File: config.mk
export PLATFORM = sky130hd
export DESIGN_NAME = prng_share_arbiter
export DESIGN_NICKNAME = d
export VERILOG_FILES = /design/src/rtl/prng_arb_pkg.sv /design/src/rtl/prng_share_arbiter_fifo.sv /design/src/rtl/prng_share_arbiter.sv
export SDC_FILE = /design/constraint.sdc
export NUM_CORES = 1
export LEC_CHECK = 0
export ABC_AREA = 1
export CAP_MARGIN = 25
export CELL_PAD_IN_SITES_DETAIL_PLACEMENT = 1
export CELL_PAD_IN_SITES_GLOBAL_PLACEMENT = 1
export CORE_MARGIN = 4
export CORE_UTILIZATION = 45
export CTS_CLUSTER_SIZE = 24
export DETAILED_ROUTE_END_ITERATION = 7
export GPL_ROUTABILITY_DRIVEN = 0
export PLACE_DENSITY_LB_ADDON = 0.1
export SLEW_MARGIN = 5
export SYNTH_ARGS = -nofsm -noshare
export SYNTH_HDL_FRONTEND = slang
export SYNTH_SLANG_ARGS = --single-unit
File: constraint.sdc
create_clock -name clk -period 5.4 [get_ports clk]
set_input_delay 1.35 -clock clk [delete_from_list [all_inputs] [get_ports clk]]
set_output_delay 1.35 -clock clk [all_outputs]
set_load 0.005 [all_outputs]
File: src/rtl/prng_arb_pkg.sv
// Shared types, defaults and round-robin helper for the PRNG share arbiter.
package prng_arb_pkg;

  typedef enum logic {ARB = 1'b0, LOCK = 1'b1} arb_state_e;

  localparam int DEF_NUM_REQ    = 3;
  localparam int DEF_RND_W      = 16;
  localparam int DEF_FIFO_DEPTH = 4;
  localparam int MAX_REQ        = 8;
  localparam int STAT_W         = 16;

  typedef struct packed {
    logic       valid;
    logic [2:0] idx;
  } pick_t;

  // First set bit of req at or after ptr, wrapping within n requesters.
  function automatic pick_t rr_pick(input logic [MAX_REQ-1:0] req,
                                    input logic [2:0] ptr,
                                    input int n);
    pick_t p;
    int    k;
    p = '0;
    for (int i = MAX_REQ - 1; i >= 0; i--) begin
      if (i < n) begin
        k = int'(ptr) + i;
        if (k >= n) k = k - n;
        if (req[k]) begin
          p.valid = 1'b1;
          p.idx   = 3'(k);
        end
      end
    end
    return p;
  endfunction

endpackage

File: src/rtl/prng_share_arbiter_fifo.sv
// Zeroizing FIFO: popped and flushed entries are cleared so stale randomness never lingers.
module prng_zero_fifo #(
  parameter int W     = 16,
  parameter int DEPTH = 4,
  localparam int LVL_W = $clog2(DEPTH) + 1,
  localparam int PTR_W = $clog2(DEPTH)
) (
  input  logic             clk,
  input  logic             rst_n,
  input  logic             push,
  input  logic             pop,
  input  logic             flush,
  input  logic [W-1:0]     wr_data,
  output logic [W-1:0]     rd_data,
  output logic [LVL_W-1:0] level
);

  logic [W-1:0]     mem [DEPTH];
  logic [PTR_W-1:0] wr_ptr;
  logic [PTR_W-1:0] rd_ptr;

  assign rd_data = mem[rd_ptr];

  always_ff @(posedge clk or negedge rst_n) begin
    if (!rst_n) begin
      mem    <= '{default: '0};
      wr_ptr <= '0;
      rd_ptr <= '0;
      level  <= '0;
    end else if (flush) begin
      mem    <= '{default: '0};
      wr_ptr <= '0;
      rd_ptr <= '0;
      level  <= '0;
    end else begin
      // wr_ptr==rd_ptr only when empty or full, so push and pop never hit the same entry.
      if (push) begin
        mem[wr_ptr] <= wr_data;
        wr_ptr      <= wr_ptr + 1'b1;
      end
      if (pop) begin
        mem[rd_ptr] <= '0;
        rd_ptr      <= rd_ptr + 1'b1;
      end
      case ({push, pop})
        2'b10:   level <= level + 1'b1;
        2'b01:   level <= level - 1'b1;
        default: level <= level;
      endcase
    end
  end

endmodule

File: src/rtl/prng_share_arbiter.sv
// Round-robin distributor of PRNG words to masked gadgets with burst lock.
// Optional statistics counters are built when PRNG_ARB_STATS_EN is defined.
module prng_share_arbiter
  import prng_arb_pkg::*;
#(
  parameter int NUM_REQ    = DEF_NUM_REQ,
  parameter int RND_W      = DEF_RND_W,
  parameter int FIFO_DEPTH = DEF_FIFO_DEPTH,
  localparam int LVL_W     = $clog2(FIFO_DEPTH) + 1
) (
  input  logic                      clk,
  input  logic                      rst_n,
  input  logic                      prng_valid,
  input  logic [RND_W-1:0]          prng_data,
  output logic                      prng_ready,
  input  logic                      flush,
  input  logic [NUM_REQ-1:0]        req,
  input  logic [NUM_REQ-1:0]        lock,
  output logic [NUM_REQ-1:0]        gnt,
  output logic [RND_W-1:0]          rnd_data,
  output logic [LVL_W-1:0]          level,
`ifdef PRNG_ARB_STATS_EN
  output logic [NUM_REQ*STAT_W-1:0] stat_words,
  output logic [STAT_W-1:0]         stat_stall,
`endif
  output arb_state_e                state
);

  // PRNG side: word moves on prng_valid && prng_ready; ready depends only on level.
  // Gadget side: req is held until the one-cycle gnt pulse that carries rnd_data.
  arb_state_e           state_nx;
  logic [2:0]           rr_ptr, rr_nx, owner, owner_nx, win;
  logic [MAX_REQ-1:0]   req_pad, lock_pad;
  logic [NUM_REQ-1:0]   gnt_nx;
  logic [RND_W-1:0]     fifo_rd;
  logic                 push, pop;
  pick_t                pick;

  function automatic logic [2:0] wrap_inc(input logic [2:0] idx);
    return (idx == 3'(NUM_REQ - 1)) ? 3'd0 : idx + 3'd1;
  endfunction

  assign prng_ready = (level != LVL_W'(FIFO_DEPTH));
  assign push       = prng_valid && prng_ready && !flush;

  always_comb begin
    req_pad  = '0;
    lock_pad = '0;
    req_pad[NUM_REQ-1:0]  = req;
    lock_pad[NUM_REQ-1:0] = lock;
  end

  assign pick = rr_pick(req_pad, rr_ptr, NUM_REQ);

  always_comb begin
    state_nx = state;
    rr_nx    = rr_ptr;
    owner_nx = owner;
    pop      = 1'b0;
    win      = '0;
    if (flush) begin
      state_nx = ARB;
    end else begin
      case (state)
        ARB: begin
          if (level != '0 && pick.valid) begin
            pop   = 1'b1;
            win   = pick.idx;
            rr_nx = wrap_inc(pick.idx);
            if (lock_pad[pick.idx]) begin
              state_nx = LOCK;
              owner_nx = pick.idx;
            end
          end
        end
        LOCK: begin
          // Owner may still take a final word in the cycle it releases the lock.
          if (level != '0 && req_pad[owner]) begin
            pop = 1'b1;
            win = owner;
          end
          if (!lock_pad[owner]) begin
            state_nx = ARB;
            rr_nx    = wrap_inc(owner);
          end
        end
        default: state_nx = ARB;
      endcase
    end
    gnt_nx = pop ? (NUM_REQ'(1) << win) : '0;
  end

  always_ff @(posedge clk or negedge rst_n) begin
    if (!rst_n) begin
      state    <= ARB;
      rr_ptr   <= '0;
      owner    <= '0;
      gnt      <= '0;
      rnd_data <= '0;
    end else begin
      state    <= state_nx;
      rr_ptr   <= rr_nx;
      owner    <= owner_nx;
      gnt      <= gnt_nx;
      rnd_data <= pop ? fifo_rd : '0;
    end
  end

  prng_zero_fifo #(.W(RND_W), .DEPTH(FIFO_DEPTH)) u_fifo (
    .clk     (clk),
    .rst_n   (rst_n),
    .push    (push),
    .pop     (pop),
    .flush   (flush),
    .wr_data (prng_data),
    .rd_data (fifo_rd),
    .level   (level)
  );

`ifdef PRNG_ARB_STATS_EN
  logic [STAT_W-1:0] words_q [NUM_REQ];
  logic [STAT_W-1:0] stall_q;

  always_ff @(posedge clk or negedge rst_n) begin
    if (!rst_n) begin
      words_q <= '{default: '0};
      stall_q <= '0;
    end else if (flush) begin
      words_q <= '{default: '0};
      stall_q <= '0;
    end else begin
      for (int i = 0; i < NUM_REQ; i++) begin
        if (gnt_nx[i] && words_q[i] != '1) words_q[i] <= words_q[i] + 1'b1;
      end
      if (req != '0 && level == '0 && stall_q != '1) stall_q <= stall_q + 1'b1;
    end
  end

  for (genvar g = 0; g < NUM_REQ; g++) begin : g_stat
    assign stat_words[g*STAT_W +: STAT_W] = words_q[g];
  end
  assign stat_stall = stall_q;
`endif

endmodule

=== Yosys cells after proc, flatten, opt, wreduce, memory -nomap -nowiden ===
Cells that the tools add are included.

* Flip-flop bits (word level): 97
* Input bits: 26
* Logic and storage cells: 121
* Output and inout port bits: 24

* Order comparisons: 12
* Add/subtract/negate cells: 11
* Shift operators: 1
* Reduce and logical (&&, ||, !) cells: 13
* Equal/unequal tests: 7
* Bitwise logic cells: 6
* Muxes and demuxes: 59

{| class="wikitable"
|+ Operator list
! operator !! number
|-
| $mux W64 || 4
|-
| $lt A32 B5 Y1 const B || 3
|-
| $mux W32 || 3
|-
| $mux W16 || 5
|-
| $and A64 B64 Y64 || 1
|-
| $bwmux W64 || 1
|-
| $demux W16 S2 || 2
|-
| $not A64 Y64 || 1
|-
| $bmux W16 S2 || 1
|-
| $mux W3 || 9
|-
| $bmux W1 S3 || 6
|-
| $pmux W3 S2 || 3
|-
| $mux W1 || 16
|-
| $mux W4 || 3
|-
| $sub A4 B2 Y5 const B || 2
|-
| $add A3 B1 Y3 const B || 3
|-
| $ge A4 B2 Y1 const B || 2
|-
| $lt A3 B4 Y1 const B || 2
|-
| $mux W2 || 4
|-
| $eq A3 B2 Y1 const B || 2
|-
| $ge A3 B3 Y1 const B || 2
|-
| $logic_and A1 B1 Y1 || 6
|-
| $lt A3 B1 Y1 const B || 2
|-
| $not A2 Y3 || 2
|-
| other kinds (18) || 24
|}

=== Depth between registers and ports, before layout ===
* Word-level depth: 16
* Gate-level depth with buffers: 22
* Gate-level depth less buffers: 22

=== Hierarchy ===
From an unflattened synthesis, not the netlist that was laid out.

* Cell total of the unflattened synthesis: 596
* Area total of the unflattened synthesis: 5275.1 µm²

{| class="wikitable"
|+ By module, submodules not included
! module !! sequential area each (µm²) !! cells an instance !! times used !! area an instance (µm²)
|-
| prng_zero_fifo || 1776.7 || 381 || 1 || 3602.2
|-
| prng_share_arbiter || 650.6 || 215 || 1 || 1672.9
|}

=== Worst setup path before layout ===
OpenSTA, ideal clock, no wires.

* Path kind: input to register
* Start: in req[2]
* End: reg u_fifo.level[2]
* Stages: 16
* Data arrival time: 2.847 ns
* Library setup time: 0.118 ns
* Setup slack: 2.435 ns
* Buffers on the path: 0
* Required time: 5.282 ns
* Path through: a21boi_0 -> nand3_1 -> nand2_1 -> nand2_1 -> nand3_2 -> nand2_2 -> nand2_4 -> nand3_1 -> inv_1 -> fa_1 -> xnor2_1 -> inv_1 -> nand2_1 -> nand2_1 -> nand3_1 -> nand2_1

* Longest elaborated chain between the ends: 13
* Elaborated cells on any way between the ends: 25
* Those cells by class: eq/ne: 2; mux: 20; reduce/logical: 3

{| class="wikitable"
|+ Ends and longest elaborated chain
! item !! RTL line !! source
|-
| start: declaration || prng_share_arbiter.sv:17 || <nowiki>input logic [NUM_REQ-1:0] req,</nowiki>
|-
| $bmux W1 S3 || prng_arb_pkg.sv:28 || <nowiki>if (req[k]) begin</nowiki>
|-
| $mux W1 (not written as such) (2 in series) || prng_arb_pkg.sv:28 ||
|-
| $mux W4 (3 in series) || prng_arb_pkg.sv:28 ||
|-
| $logic_and A1 B1 Y1 || prng_share_arbiter.sv:66 || <nowiki>if (level != '0 && pick.valid) begin</nowiki>
|-
| $mux W1 || prng_share_arbiter.sv:66 ||
|-
| $pmux W1 S2 (*) || prng_share_arbiter.sv:64 || <nowiki>case (state)</nowiki>
|-
| $mux W1 (*) || prng_share_arbiter.sv:61 || <nowiki>if (flush) begin</nowiki>
|-
| $eq A2 B1 Y1 / $eq A2 B2 Y1 (equally long branches) || prng_share_arbiter_fifo.sv:45 || <nowiki>case ({push, pop})</nowiki>
|-
| $pmux W3 S2 || prng_share_arbiter_fifo.sv:45 ||
|-
| $mux W3 || prng_share_arbiter_fifo.sv:30 || <nowiki>end else if (flush) begin</nowiki>
|-
| end signal: assignment || prng_share_arbiter_fifo.sv:46 || <nowiki>2'b10: level <= level + 1'b1;</nowiki>
|-
| end signal: assignment || prng_share_arbiter_fifo.sv:47 || <nowiki>2'b01: level <= level - 1'b1;</nowiki>
|-
| end signal: assignment || prng_share_arbiter_fifo.sv:48 || <nowiki>default: level <= level;</nowiki>
|-
| end: declaration || prng_share_arbiter_fifo.sv:15 || <nowiki>output logic [LVL_W-1:0] level</nowiki>
|}

Every way passes the cells marked *; elsewhere a longest branch is shown, timed or not. The select of a mux whose other input is x is not followed.
A chain may end at the register's enable or synchronous reset.

=== Worst setup path in the final report ===
* Start: in prng_valid
* End: reg u_fifo.mem[39] (netlist bit)

* Longest elaborated chain between the ends: 7

{| class="wikitable"
|+ Ends and longest elaborated chain
! item !! RTL line !! source
|-
| start: declaration || prng_share_arbiter.sv:13 || <nowiki>input logic prng_valid,</nowiki>
|-
| $logic_and A1 B1 Y1 (*) (2 in series) || prng_share_arbiter.sv:44 || <nowiki>assign push = prng_valid && prng_ready && !flush;</nowiki>
|-
| $mux W64 (*) || prng_share_arbiter_fifo.sv:37 || <nowiki>if (push) begin</nowiki>
|-
| $mux W64 (*) || prng_share_arbiter_fifo.sv:30 ||
|-
| $and A64 B64 Y64 (no source line) || -- ||
|-
| $mux W64 (*) || prng_share_arbiter_fifo.sv:41 || <nowiki>if (pop) begin</nowiki>
|-
| $mux W64 (*) || prng_share_arbiter_fifo.sv:30 ||
|-
| end signal: indexed assignment || prng_share_arbiter_fifo.sv:38 || <nowiki>mem[wr_ptr] <= wr_data;</nowiki>
|-
| end: declaration || prng_share_arbiter_fifo.sv:18 || <nowiki>logic [W-1:0] mem [DEPTH];</nowiki>
|}

Marked as above.

==> metrics <==
first-pass GRT wire length 27700 µm; M1 GR Usage 0.321; Bufs and invs on worst path 5; First-pass DRT Iterations 4; worst r2r dst u_fifo.level[2]$_DFFE_PN0P_; final cycle utilization of the critical path 0.663; CP arrival 3.82 ns; Hold Vio Cnt, Final 0; Residual DRC 0; setup TNS 0 ns; met2 GRT Util 0.407; WL/cell 17.4 µm; RSZ-0062 raised after global routing false; Leakage 0.00337 µW; CTS tree yes; num rows 40; final WL 16200 µm; vias in the first global route 5391; global route hottest layer met2; Crit path required time 5.65 ns; Sink Count 97; Top Ports 50; initial antenna violation count 0; top_reg_cell synth dfrtp_1; most common cell after layout, fill and taps aside nand2_1; setup bufs post-CTS 0; clk slew on worst S/H paths 0.07 ns; worst path cell trace clkdlybuf4s50_1 -> nand2_1 -> nor2_1 -> clkinv_1 -> buf_4 -> nor2_2 -> buf_4 -> nand2_1 -> o21ai_0 -> nand3b_1 -> inv_1; Mapped Area 5650 µm²; Final Skew 0.00932 ns; largest buffer count on any clock path 2; max_slew headroom 0.450; 1st-iter DRT viols 328; hold path endpoint owner[2]$_DFFE_PN0P_; share of cells above drive strength 1 0.113; Yosys cell types 33; post-synthesis register bit count 97; multi-input gate area in the final layout 2490 µm²; crit path time final 3.58 ns; Setup-failing EPs final 0; Crit Reg-Reg Startpoint rr_ptr[0]$_DFFE_PN0P_; H-tree lvl count 3; GRT Residual Overflow 0; core area 12200 µm²; Setup crit end kind flip-flop; Max stage delay cell, worst path clkdlybuf4s50_1; starting density of the core 0.464; largest net degree at the start of global routing 63; worst slew pin tran 0.826 ns; GRT Total Usage 0.241; Setup CP Type input pin to flip-flop; met3 Resource Use GR 0.0349; Detail Route Antenna Nets 0; Inserted Clock Buffers 9; CTS Hold Bufs 0; Layout fillers 1521; worst vdd ir 183 µV; critical path's largest stage delay 0.46 ns; vias per cell 5.33; reg2reg path depth 18; Hold Crit Start owner[2]$_DFFE_PN0P_; Synth-to-Final Area Change 15.7%; Post-Synthesis Cells 724; Slew Limit Fails 0; class of the worst hold path flip-flop to flip-flop; nets 801; number of flops mapped to enable cells by yosys 0; PwrDens 472 nW/µm²; Skew-Pair Late Insertion Delay 0.35 ns; Antenna diodes 0; Max Cap Viol 0; worst-path fanout max 24; Yosys Warn Count 0; Syn Area/Cell 7.80 µm²; critical path launch point type input pin; port buffer count 49; DIE AREA 14400 µm²; Root Buffer clkbuf_16; Max Clk Rate 279 MHz; Async S/R FF share, synth 1.00; R2R Setup Slk 2.12 ns; sequential cell area 2430 µm²; DIE HEIGHT 120 µm; Top delay family on crit path buffers and inverters; most frequent cells in the layout nand2_1, inv_1, dfrtp_1, o21ai_0, clkdlybuf4s50_1; DP HPWL 10800 µm; sequential area share after synthesis 0.430; status finished clean; Synthesized Nets 766; CTS resizes 0; Hold Crit Depth 2; DR vias 4962; Die X 120 µm; worst hold margin 0.500 ns
==> report_power, final <==
| part | total (µW) | switching, µW | internal [µW] |
|---|---|---|---|
| Sequential | 969 | 103 | 866 |
| Combinational | 1520 | 983 | 532 |
| Clock | 602 | 281 | 322 |
==> how the worst max path moves through the flow <==
| stage | from | to | depth (start not counted) |
|---|---|---|---|
| global placement | flush | u_fifo.mem[23]$_DFF_PN0_ | 9 |
| floorplan | req[2] | u_fifo.level[2]$_DFFE_PN0P_ | 16 |
| global route | prng_valid | u_fifo.mem[42]$_DFF_PN0_ | 11 |
| CTS | flush | u_fifo.mem[26]$_DFF_PN0_ | 9 |
| finish | prng_valid | u_fifo.mem[39]$_DFF_PN0_ | 11 |
| detailed placement | prng_valid | u_fifo.mem[39]$_DFF_PN0_ | 11 |
==> flip-flops by register name, indices dropped and copies added (netlist names) <==
| signal | flops |
|---|---|
| u_fifo.level | 3 |
| state | 1 |
| u_fifo.mem | 64 |
| u_fifo.wr_ptr | 2 |
| u_fifo.rd_ptr | 2 |
| rnd_data | 16 |
| owner | 3 |
| rr_ptr | 3 |
| gnt | 3 |
==> metal layers <==
layer	vias up	part of all wire
met5	-	0
li1	2393	-
met1	2445	0.45
met4	0	0.014
met3	18	0.043
met2	106	0.49
==> worst reg2reg max path, cell delays in order (launching register included) <==
cell and delay, ns:
dfrtp_1 0.48, inv_2 0.15, ha_1 0.36, inv_1 0.09
o21ai_0 0.34, nand3_1 0.20, nand3_2 0.15, nand3_2 0.09
nand2_2 0.09, nand2_4 0.08, nand3_1 0.13, inv_1 0.07
fa_1 0.37, xnor2_1 0.23, inv_1 0.07, nand2_1 0.07
nand2_1 0.05, nand3_1 0.07, nand2_1 0.06
==> per-stage QoR <==
| stage | power (µW) | cells | utilization | area (µm²) | worst slack, ns |
|---|---|---|---|---|---|
| after floorplan | 2020 | 724 | - | 5650 | 2.44 |
| after global placement | 2440 | 916 | 0.515 | 6260 | 1.59 |
| after detailed placement | 2500 | 916 | 0.515 | 6260 | 1.50 |
| after CTS | 3110 | 931 | 0.537 | 6530 | 1.84 |
| after global routing | 3370 | 931 | 0.537 | 6530 | 1.59 |
| final | 3090 | 931 | 0.537 | 6530 | 1.82 |
==> cells by family after synthesis <==
| group | count (synthesis) | share of synthesized area |
|---|---|---|
| and+or+nand+nor | 269 | 0.251 |
| buffers and inverters | 185 | 0.130 |
| AOI/OAI and AO/OA | 153 | 0.146 |
| DFF | 97 | 0.430 |
| adders and majority gates | 16 | 0.0368 |
| xor gates and xnor gates | 4 | 0.00621 |
==> cells in the mapped netlist, drive strengths merged, types with 3 or more instances <==
cell type | count | area (µm²)
a21oi | 37 | 189
inv | 146 | 556
dfrtp | 97 | 2430
clkbuf | 28 | 105
nand3 | 55 | 398
nor2 | 17 | 63.8
buf | 8 | 63.8
clkinv | 3 | 11.3
nor3 | 15 | 75.1
o22ai | 31 | 194
nand2 | 139 | 569
xor2 | 3 | 26.3
ha | 15 | 188
nand4 | 7 | 43.8
nand3b | 34 | 255
o21ai | 80 | 400
==> layout make-up <==
cell class,instances,share of cell area
Clock inverter,5,0.00479
Sequential cell,97,0.372
Clock buffer,10,0.0366
Tap cell,168,0.0322
Multi-Input combinational cell,442,0.381
Inverter,149,0.0867
Timing Repair Buffer,60,0.0873
Note: power is estimated with default switching activity, not from simulation.
